===== config.mk =====
export PLATFORM = sky130hd
export DESIGN_NAME = cpu_lsu_flat
export DESIGN_NICKNAME = d
export VERILOG_FILES = /design/src/rtl/cpu_lsu_if.sv /design/src/rtl/cpu_lsu.sv /design/src/flat_wrapper.sv
export SDC_FILE = /design/constraint.sdc
export NUM_CORES = 1
export LEC_CHECK = 0
export BUFFER_PORTS_ARGS = -buffer_cell sky130_fd_sc_hd__buf_2
export CAP_MARGIN = 20
export CORE_MARGIN = 3
export CORE_UTILIZATION = 50
export CTS_CLUSTER_DIAMETER = 80
export DETAILED_ROUTE_END_ITERATION = 10
export HOLD_SLACK_MARGIN = 0.06
export PLACE_DENSITY = 0.75
export SYNTH_ARGS = -nofsm -noshare
export SYNTH_HDL_FRONTEND = slang
export SYNTH_SLANG_ARGS = --single-unit

===== constraint.sdc =====
create_clock -name clk -period 10.5 [get_ports clk]
set_input_delay 1.575 -clock clk [delete_from_list [all_inputs] [get_ports clk]]
set_output_delay 1.575 -clock clk [all_outputs]
set_load 0.02 [all_outputs]

===== src/rtl/cpu_lsu_if.sv =====
// Memory bus between the load/store unit (master) and the core memory port (slave).
interface cpu_lsu_if;
    logic [31:0] mem_addr;
    logic [31:0] mem_wdata;
    logic [31:0] mem_rdata;
    logic [1:0]  mem_width;
    logic        mem_read;
    logic        mem_write;
    logic        mem_ok;

    modport master (
        output mem_addr, mem_wdata, mem_width, mem_read, mem_write,
        input  mem_rdata, mem_ok
    );
    modport slave (
        input  mem_addr, mem_wdata, mem_width, mem_read, mem_write,
        output mem_rdata, mem_ok
    );
endinterface


===== src/rtl/cpu_lsu.sv =====
// Multi-cycle ARMv4T load/store unit: single LDR/STR variants and LDM/STM block transfers.
// Define LSU_ALIGN_FAULT_EN to abort misaligned single accesses instead of rotating/forcing.
module cpu_lsu #(
    parameter int unsigned NREG        = 16,
    parameter int unsigned MEM_TIMEOUT = 0
) (
    input  logic                    clk,
    input  logic                    rstn,
    input  logic                    req_valid,
    output logic                    req_ready,
    input  logic                    req_load,
    input  logic                    req_block,
    input  logic                    req_up,
    input  logic                    req_before,
    input  logic [1:0]              req_width,
    input  logic                    req_signed,
    input  logic [$clog2(NREG)-1:0] req_rd,
    input  logic [31:0]             req_addr,
    input  logic [31:0]             req_wdata,
    input  logic [NREG-1:0]         req_reglist,
    output logic [$clog2(NREG)-1:0] rf_ridx,
    input  logic [31:0]             rf_rdata,
    output logic                    wb_valid,
    output logic [$clog2(NREG)-1:0] wb_idx,
    output logic [31:0]             wb_data,
    cpu_lsu_if.master               mem,
    output logic                    done,
    output logic [31:0]             base_out,
    output logic                    abort
);
    localparam int unsigned IDX_W = $clog2(NREG);
    localparam logic [31:0] TMO_LAST = 32'(MEM_TIMEOUT) - 32'd1;
`ifdef LSU_ALIGN_FAULT_EN
    localparam bit ALIGN_FAULT = 1'b1;
`else
    localparam bit ALIGN_FAULT = 1'b0;
`endif

    typedef enum logic [1:0] {S_IDLE, S_SINGLE, S_BLOCK, S_DONE} state_t;

    state_t            state;
    logic              load_q;
    logic              signed_q;
    logic [1:0]        width_q;
    logic [1:0]        lane_q;
    logic [IDX_W-1:0]  rd_q;
    logic [31:0]       wdata_q;
    logic [NREG-1:0]   list_q;
    logic [IDX_W-1:0]  cur_q;
    logic [31:0]       base_fin_q;
    logic [31:0]       tmo_q;

    function automatic logic [31:0] popcount(input logic [NREG-1:0] l);
        popcount = '0;
        for (int i = 0; i < int'(NREG); i++) popcount = popcount + 32'(l[i]);
    endfunction

    function automatic logic [IDX_W-1:0] lowest_idx(input logic [NREG-1:0] l);
        lowest_idx = '0;
        for (int i = int'(NREG) - 1; i >= 0; i--) if (l[i]) lowest_idx = IDX_W'(i);
    endfunction

    // Block start/final addresses for the four LDM/STM modes
    logic [31:0] blk_n4, blk_start, blk_final;
    always_comb begin
        blk_n4    = popcount(req_reglist) << 2;
        blk_final = req_up ? req_addr + blk_n4 : req_addr - blk_n4;
        if (req_up) blk_start = req_before ? req_addr + 32'd4 : req_addr;
        else        blk_start = req_before ? req_addr - blk_n4 : req_addr - blk_n4 + 32'd4;
    end

    logic misalign;
    assign misalign = ((req_width == 2'd2) && (req_addr[1:0] != 2'b00)) ||
                      ((req_width == 2'd1) && req_addr[0]);

    logic [31:0] st_data;
    always_comb begin
        case (req_width)
            2'd0:    st_data = {4{req_wdata[7:0]}};
            2'd1:    st_data = {2{req_wdata[15:0]}};
            default: st_data = req_wdata;
        endcase
    end

    // Load formatting: word rotate for unaligned LDR, lane select plus extension for byte/half
    logic [4:0]  lane_sh;
    logic [31:0] rot;
    logic [7:0]  ld_b;
    logic [15:0] ld_h;
    logic [31:0] ld_data;
    always_comb begin
        lane_sh = {lane_q, 3'b000};
        rot     = 32'({mem.mem_rdata, mem.mem_rdata} >> lane_sh);
        ld_b    = rot[7:0];
        ld_h    = lane_q[1] ? mem.mem_rdata[31:16] : mem.mem_rdata[15:0];
        case (width_q)
            2'd0:    ld_data = {{24{signed_q & ld_b[7]}}, ld_b};
            2'd1:    ld_data = {{16{signed_q & ld_h[15]}}, ld_h};
            default: ld_data = rot;
        endcase
    end

    logic            busy;
    logic            tmo_hit;
    logic [NREG-1:0] list_nx;
    assign busy     = (state == S_SINGLE) || (state == S_BLOCK);
    assign tmo_hit  = (MEM_TIMEOUT != 0) && (tmo_q == TMO_LAST);
    assign list_nx  = list_q & ~(NREG'(1) << cur_q);

    // Writeback coincides with the completing mem_ok cycle
    assign wb_valid      = busy && mem.mem_ok && load_q;
    assign wb_idx        = wb_valid ? ((state == S_BLOCK) ? cur_q : rd_q) : '0;
    assign wb_data       = wb_valid ? ((state == S_BLOCK) ? mem.mem_rdata : ld_data) : '0;
    assign rf_ridx       = cur_q;
    assign mem.mem_wdata = !mem.mem_write ? '0 : ((state == S_BLOCK) ? rf_rdata : wdata_q);

    always_ff @(posedge clk) begin
        if (!rstn) begin
            state         <= S_IDLE;
            req_ready     <= 1'b1;
            done          <= 1'b0;
            abort         <= 1'b0;
            base_out      <= '0;
            mem.mem_addr  <= '0;
            mem.mem_width <= 2'd2;
            mem.mem_read  <= 1'b0;
            mem.mem_write <= 1'b0;
            load_q        <= 1'b0;
            signed_q      <= 1'b0;
            width_q       <= 2'd2;
            lane_q        <= 2'b00;
            rd_q          <= '0;
            wdata_q       <= '0;
            list_q        <= '0;
            cur_q         <= '0;
            base_fin_q    <= '0;
            tmo_q         <= '0;
        end else begin
            done <= 1'b0;
            unique case (state)
                S_IDLE: begin
                    if (req_valid && req_ready) begin
                        req_ready  <= 1'b0;
                        abort      <= 1'b0;
                        tmo_q      <= '0;
                        load_q     <= req_load;
                        signed_q   <= req_signed;
                        width_q    <= req_width;
                        lane_q     <= req_addr[1:0];
                        rd_q       <= req_rd;
                        wdata_q    <= st_data;
                        list_q     <= req_block ? req_reglist : '0;
                        cur_q      <= req_block ? lowest_idx(req_reglist) : '0;
                        base_fin_q <= blk_final;
                        if (!req_block) begin
                            if (ALIGN_FAULT && misalign) begin
                                state    <= S_DONE;
                                done     <= 1'b1;
                                abort    <= 1'b1;
                                base_out <= '0;
                            end else begin
                                state         <= S_SINGLE;
                                mem.mem_addr  <= (req_width == 2'd1) ? {req_addr[31:1], 1'b0} : req_addr;
                                mem.mem_width <= req_width;
                                mem.mem_read  <= req_load;
                                mem.mem_write <= !req_load;
                            end
                        end else if (req_reglist == '0) begin
                            state    <= S_DONE;
                            done     <= 1'b1;
                            base_out <= req_addr;
                        end else begin
                            state         <= S_BLOCK;
                            mem.mem_addr  <= {blk_start[31:2], 2'b00};
                            mem.mem_width <= 2'd2;
                            mem.mem_read  <= req_load;
                            mem.mem_write <= !req_load;
                        end
                    end
                end
                S_SINGLE, S_BLOCK: begin
                    if (mem.mem_ok) begin
                        tmo_q  <= '0;
                        list_q <= list_nx;
                        cur_q  <= lowest_idx(list_nx);
                        if ((state == S_SINGLE) || (list_nx == '0)) begin
                            state         <= S_DONE;
                            done          <= 1'b1;
                            mem.mem_read  <= 1'b0;
                            mem.mem_write <= 1'b0;
                            mem.mem_width <= 2'd2;
                            base_out      <= (state == S_BLOCK) ? base_fin_q : '0;
                        end else begin
                            mem.mem_addr <= mem.mem_addr + 32'd4;
                        end
                    end else if (tmo_hit) begin
                        // Bus never answered: drop the request, keep earlier writebacks
                        state         <= S_DONE;
                        done          <= 1'b1;
                        abort         <= 1'b1;
                        mem.mem_read  <= 1'b0;
                        mem.mem_write <= 1'b0;
                        mem.mem_width <= 2'd2;
                        base_out      <= (state == S_BLOCK) ? base_fin_q : '0;
                    end else begin
                        tmo_q <= tmo_q + 32'd1;
                    end
                end
                S_DONE: begin
                    state     <= S_IDLE;
                    req_ready <= 1'b1;
                end
            endcase
        end
    end
endmodule


===== src/flat_wrapper.sv =====
// flat-port wrapper written by rule: the top's interface ports become plain ports
module cpu_lsu_flat 
#(
    parameter int unsigned NREG        = 16,
    parameter int unsigned MEM_TIMEOUT = 0
)
  (clk, rstn, req_valid, req_ready, req_load, req_block, req_up, req_before, req_width, req_signed, req_rd, req_addr, req_wdata, req_reglist, rf_ridx, rf_rdata, wb_valid, wb_idx, wb_data, done, base_out, abort, mem_mem_addr, mem_mem_wdata, mem_mem_width, mem_mem_read, mem_mem_write, mem_mem_rdata, mem_mem_ok);
  cpu_lsu_if mem_i ();
  input  logic clk;
  input  logic rstn;
  input  logic req_valid;
  output logic req_ready;
  input  logic req_load;
  input  logic req_block;
  input  logic req_up;
  input  logic req_before;
  input  logic [1:0] req_width;
  input  logic req_signed;
  input  logic [$clog2(NREG)-1:0] req_rd;
  input  logic [31:0] req_addr;
  input  logic [31:0] req_wdata;
  input  logic [NREG-1:0] req_reglist;
  output logic [$clog2(NREG)-1:0] rf_ridx;
  input  logic [31:0] rf_rdata;
  output logic wb_valid;
  output logic [$clog2(NREG)-1:0] wb_idx;
  output logic [31:0] wb_data;
  output logic done;
  output logic [31:0] base_out;
  output logic abort;
  output wire logic [$bits(mem_i.mem_addr)-1:0] mem_mem_addr;
  output wire logic [$bits(mem_i.mem_wdata)-1:0] mem_mem_wdata;
  output wire logic [$bits(mem_i.mem_width)-1:0] mem_mem_width;
  output wire logic [$bits(mem_i.mem_read)-1:0] mem_mem_read;
  output wire logic [$bits(mem_i.mem_write)-1:0] mem_mem_write;
  input wire logic [$bits(mem_i.mem_rdata)-1:0] mem_mem_rdata;
  input wire logic [$bits(mem_i.mem_ok)-1:0] mem_mem_ok;
  assign mem_mem_addr = mem_i.mem_addr;
  assign mem_mem_wdata = mem_i.mem_wdata;
  assign mem_mem_width = mem_i.mem_width;
  assign mem_mem_read = mem_i.mem_read;
  assign mem_mem_write = mem_i.mem_write;
  assign mem_i.mem_rdata = mem_mem_rdata;
  assign mem_i.mem_ok = mem_mem_ok;
  cpu_lsu #(.NREG(NREG), .MEM_TIMEOUT(MEM_TIMEOUT)) u_core (.clk(clk), .rstn(rstn), .req_valid(req_valid), .req_ready(req_ready), .req_load(req_load), .req_block(req_block), .req_up(req_up), .req_before(req_before), .req_width(req_width), .req_signed(req_signed), .req_rd(req_rd), .req_addr(req_addr), .req_wdata(req_wdata), .req_reglist(req_reglist), .rf_ridx(rf_ridx), .rf_rdata(rf_rdata), .wb_valid(wb_valid), .wb_idx(wb_idx), .wb_data(wb_data), .mem(mem_i), .done(done), .base_out(base_out), .abort(abort));
endmodule

; Yosys cells after proc, flatten, opt, wreduce, memory -nomap -nowiden
; Index checks and enable logic that the tools add are counted.
[word_totals]
regBits = 166
input_bits = 159
output_inout_bits = 144
[classes]
n_addsub = 20
n_eq_ne = 12
shift = 2
mux = 97
bitwise = 4
reduce_logical = 21
[ops]
columns = op, n
row1 = $mux W32, 19
row2 = $add A30 B1 Y30, 14
row3 = $pmux W32 S2, 4
row4 = $mux W4, 37
row5 = $add A32 B3 Y32 const B, 3
row6 = $mux W16, 4
row7 = $shr A64 B5 Y32, 1
row8 = $add A32 B32 Y32, 1
row9 = $logic_not A16 Y1, 2
row10 = $pmux W16 S2, 1
row11 = $sub A32 B32 Y32, 1
row12 = $mux W2, 9
row13 = $and A16 B16 Y16, 1
row14 = $mux W1, 16
row15 = $not A16 Y16, 1
row16 = $shl A1 B4 Y16 const A, 1
row17 = $reduce_and A5 Y1, 2
row18 = $pmux W1 S2, 4
row19 = $pmux W4 S2, 1
row20 = $eq A2 B1 Y1 const B, 3
row21 = $logic_not A2 Y1, 3
row22 = $ne A2 B1 Y1 const B, 3
row23 = $ne A2 B2 Y1 const B, 3
row24 = $pmux W2 S3, 1
row25 = other kinds (13), 21

; Depth between registers and ports, before layout
[logic_depth]
ltp_word = 23
ltp_mapped = 27

; Worst setup path after synthesis
; Ideal clock, no wire load.
[synth_path]
path_kind = input to register
from = in req_reglist[0]
to = reg u_core.mem.mem_addr[30]
setup_ps = 79
arrival_time_ps = 7782
slack_ps = 2639
cell_stages = 21
path_buffers = 1
path_cell_list = inv_1 ha_1 inv_1 fa_1 fa_1 fa_1 fa_1 fa_1 fa_1 inv_1 fa_1 or2_1 a211oi_1 clkbuf_1 o211ai_1 a32o_1 a211oi_1 nand4_1 o31a_1 o31a_1 a211oi_2
[synth_between]
elab_chain_cells = 23
[synth_lines]
columns = element, line
row1 = from (decl), flat_wrapper.sv:22  ; input logic [NREG-1:0] req_reglist;
row2 = $add A1 B1 Y2, cpu_lsu.sv:55  ; for (int i = 0; i < int'(NREG); i++) popcount = popcount + 32'(l[i]);
row3 = $add A30 B1 Y30 (14 in series), cpu_lsu.sv:55
row4 = $sub A32 B32 Y32, cpu_lsu.sv:69  ; else blk_start = req_before ? req_addr - blk_n4 : req_addr - blk_n4 + 32'd4;
row5 = $add A32 B3 Y32, cpu_lsu.sv:69
row6 = $mux W32, cpu_lsu.sv:69
row7 = $mux W32, cpu_lsu.sv:68  ; if (req_up) blk_start = req_before ? req_addr + 32'd4 : req_addr;
row8 = $mux W32, cpu_lsu.sv:168  ; end else if (req_reglist == '0) begin
row9 = $mux W32, cpu_lsu.sv:155  ; if (!req_block) begin
row10 = $mux W32, cpu_lsu.sv:142  ; if (req_valid && req_ready) begin
row11 = $pmux W32 S2, cpu_lsu.sv:140  ; unique case (state)
row12 = to (signal assigned), cpu_lsu.sv:163  ; mem.mem_addr <= (req_width == 2'd1) ? {req_addr[31:1], 1'b0} : req_addr;
row13 = to (signal assigned), cpu_lsu.sv:174  ; mem.mem_addr <= {blk_start[31:2], 2'b00};
row14 = to (signal assigned), cpu_lsu.sv:194  ; mem.mem_addr <= mem.mem_addr + 32'd4;
row15 = to (decl), cpu_lsu_if.sv:12  ; output mem_addr, mem_wdata, mem_width, mem_read, mem_write,
; Parallel ways exist; a longest one is shown, timed or not. The select of a mux whose other input is x is not followed.
; A chain may end at the register's enable or synchronous reset.

; Worst setup path in the final report
[layout_path]
from = in req_reglist[0]
to = reg u_core.mem.mem_addr[29]
; Same word-level chain as after synthesis.

==> results.md <==
- Worst EP required: 10.82 ns
- R2r startpoint: u_core.rf_ridx[1]
- PwrDens: 242 nW/µm²
- Clock slew at reported path FFs: 0.07 ns
- Row cnt: 61
- Initial Utilization: 51.1%
- Syn Std Cell Area: 14300 µm²
- Met2 wire len: 26100 µm
- Total grt overflow: 0
- Fin crit period: 8.43 ns
- Layout overhead on the synthesized area: 15.0%
- Initial antenna violation count: 3
- CTS Buf Count: 17
- GRT Total Usage: 36.3%
- Max VDD drop: 0.147 mV
- Register-to-Register Setup Slack: 6.11 ns
- Setup TNS: 0 ns
- WL met3: 5820 µm
- Routed WL: 58300 µm
- Ports: 303
- Yosys warning total: 0
- Final Hold Vio Count: 0
- Layout cell share with drive strength beyond 1: 18.7%
- Top post-synthesis cells by area: dfxtp_1 (23%), nand2_1 (7.7%), mux2i_1 (5.9%)
- Worst Setup End Kind: register
- First-pass GRT wire length: 88300 µm
- Final Skew: 0.0166 ns
- Largest net degree at the start of global routing: 84
- Cts hold-fix bufs: 0
- CORE AREA: 27900 µm²
- Leakage power total: 6.52 nW
- Max-cap violations: 0
- Syn nets: 2213
- Cts repair resizes: 0
- Multi-input gate area: 10200 µm²
- Slowest-stage cell, CP: a211oi_1
- Worst setup path end: u_core.mem.mem_addr[29]
- Port bufs: 301
- Slowest cell delay on critical path: 0.67 ns
- Cell taking the most area after synthesis: dfxtp_1
- RD Place Congestion: 1.01
- Setup Slack @ Placement: 1.83 ns
- CP Launch Point: req_reglist[0]
- Critical-path maximum fanout: 8
- Uppermost layer routed: met5
- Hold WS: 0.453 ns
- WL met1: 24300 µm
- Clk root buf: clkbuf_16
- Final setup violation count: 0
- Synth async-reset ratio: 0%
- Routed Antenna Nets: 0
- WL/cell: 22.6 µm
- Gate Count Post-Synth: 2016
- Most used DFF post-synth: dfxtp_1
- Sequential area share after synthesis: 23.0%
- Die width: 175 µm
- Yosys cell types: 85
- Die height: 175 µm
- Worst r2r dst: u_core.base_out[2]
- Vias: 16600
- Post-synth EDFFs: 0
- Hpwl dp: 42800 µm
- Tightest Pin Transition: 1.16 ns
- CTS Buffer Depth: 2
- Synthesized flop and latch total: 164
- Fillers: 2717
- Cell mode on critical path: fa_1
- Final Power: 3.96 mW
- Tcrit/Tclk final: 80.3%
- Hold Path Class: register to register
- Status: completed
- Postcts setup bufs: 0
- 1st-iter DRT viols: 1991
- Relative slew slack: 22.8%
- Setup Crit Path Kind: primary input to register
- Fin. max-slew vios: 0
- Clk_lat worst skew: 0.45 ns
- Crit path DAT: 8.75 ns
- Critical path startpoint category: primary input
- Register-to-Register Path Depth: 10
- DR vias/cell: 6.42
- Num Clock Sinks: 164
- Vias in the first global route: 15100
- Sequential Area: 3280 µm²
- Maximum clock frequency: 0.119 GHz
- # H-tree levels: 4
- Die area: 30600 µm²
- Final WS setup: 2.07 ns
- Iteration count of the initial detailed-routing pass: 8
- Critical Path Stages: 23
- CP Buf/Inv Count: 4
- NumNets Final: 2387
- Syn Area/Cell: 7.07 µm²
- Delay-heaviest family, CP: adder cells
- TritonCTS clock tree: done
- RSZ-0062 raised after global routing: false
- Synth top area share: 23.0%
- Residual DRC count: 0
- Critical-path cell list: buf_2 -> inv_1 -> ha_1 -> inv_1 -> fa_1 -> fa_1 -> fa_1 -> fa_1 -> fa_1 -> fa_1 -> nor2b_1 -> o21a_1 -> inv_1 -> ha_1 -> nor4_2 -> nand2_1 -> nor4_1 -> xnor2_1 -> a211oi_1 -> nand4_1 -> or3_1 -> a32oi_1 -> a21oi_1
[cell usage after synthesis (19+ instances only)]
library cell,number
buf_1,19
xor2_1,23
dfxtp_1,164
nor4_1,28
a22oi_1,23
a21oi_1,155
inv_1,55
mux2i_1,84
or3_1,25
ha_1,26
o21ai_0,119
nand2_1,294
nor2_1,194
nor2b_1,56
a311oi_1,36
xnor2_1,48
a211oi_1,37
clkbuf_1,144
o211ai_1,19
nor3_1,77
nand3_1,73
nand4_1,31
[metrics by stage]
| stage | util, % | cells | area [µm²] |
|---|---|---|---|
| detailed placement | 56.5 | 2548 | 15800 |
| CTS | 58.7 | 2580 | 16400 |
| finish | 58.7 | 2582 | 16400 |
| global route | 58.7 | 2582 | 16400 |
| floorplan | - | 2016 | 14300 |
| global placement | 56.5 | 2548 | 15800 |
[routing by layer]
metal / global-route usage, % / up-vias
met4: 12.3 / 4
met2: 57.4 / 963
met3: 7.21 / 145
li1: - / 7653
met1: 49.6 / 7813
met5: 0 / -
[sequential cells by signal, summed over array words and instances (netlist names), 2 cells and up]
register / count
u_core.mem.mem_width: 2
u_core.rf_ridx: 4
u_core.base_fin_q: 32
u_core.rd_q: 4
u_core.wdata_q: 32
u_core.list_q: 16
u_core.mem.mem_addr: 32
u_core.base_out: 32
u_core.state: 2
u_core.width_q: 2
[logic make-up after synthesis]
kind of cell	after synthesis	share of synthesized area, %
DFF	164	23.0
AOI/OAI and AO/OA	536	24.4
buffers and inverters	225	6.06
adders and majority gates	38	3.97
muxes	110	8.90
xor gates and xnor gates	71	4.36
and+or+nand+nor	871	29.2
other	1	0.0263
[cell usage in the layout (no fill, tap or decap), types with 17 or more instances in the layout]
master	count
inv_1	55
a21oi_1	154
buf_2	301
o211ai_1	19
buf_4	21
o21ai_0	119
nor3_1	77
nor2b_1	56
a211oi_1	37
nand3_1	72
ha_1	24
a311oi_1	36
mux2i_1	84
clkbuf_16	17
nand2_1	294
a22oi_1	23
nand4_1	31
xor2_1	23
nor2_1	194
dfxtp_1	163
nor4_1	28
xnor2_1	48
or3_1	25
[final cells by class]
type | count | share of cell area [%]
clock inverter | 15 | 1.07
tap | 378 | 2.88
antenna | 1 | 0.0153
multi-input combinational | 1627 | 61.9
inverter | 58 | 1.34
sequential | 164 | 20.0
timing repair buffer | 322 | 10.1
clock buffer | 17 | 2.59
[power by group]
group,switching [mW],total [mW],internal (mW)
clock,0.320,0.662,0.343
combinational,1.49,2.30,0.813
sequential,0.206,1.00,0.794
[worst min path at each step]
stage	cells after the start	endpoint	startpoint	slack (ns)
2_1_floorplan	2	u_core.base_fin_q[9]	u_core.base_fin_q[9]	0.43
3_3_place_gp	2	u_core.base_fin_q[27]	u_core.base_fin_q[27]	0.44
3_5_place_dp	2	u_core.base_fin_q[18]	u_core.base_fin_q[18]	0.45
4_1_cts	2	u_core.base_fin_q[18]	u_core.base_fin_q[18]	0.45
5_1_grt	2	u_core.base_fin_q[18]	u_core.base_fin_q[18]	0.47
6_report	2	u_core.base_fin_q[9]	u_core.base_fin_q[9]	0.45
[tightest hold or removal path, stage by stage (launching register included)]
cell	delay [ns]
dfxtp_1	0.31
nand2_1	0.05
a21oi_1	0.05
Power figures use the tool's default switching activity.
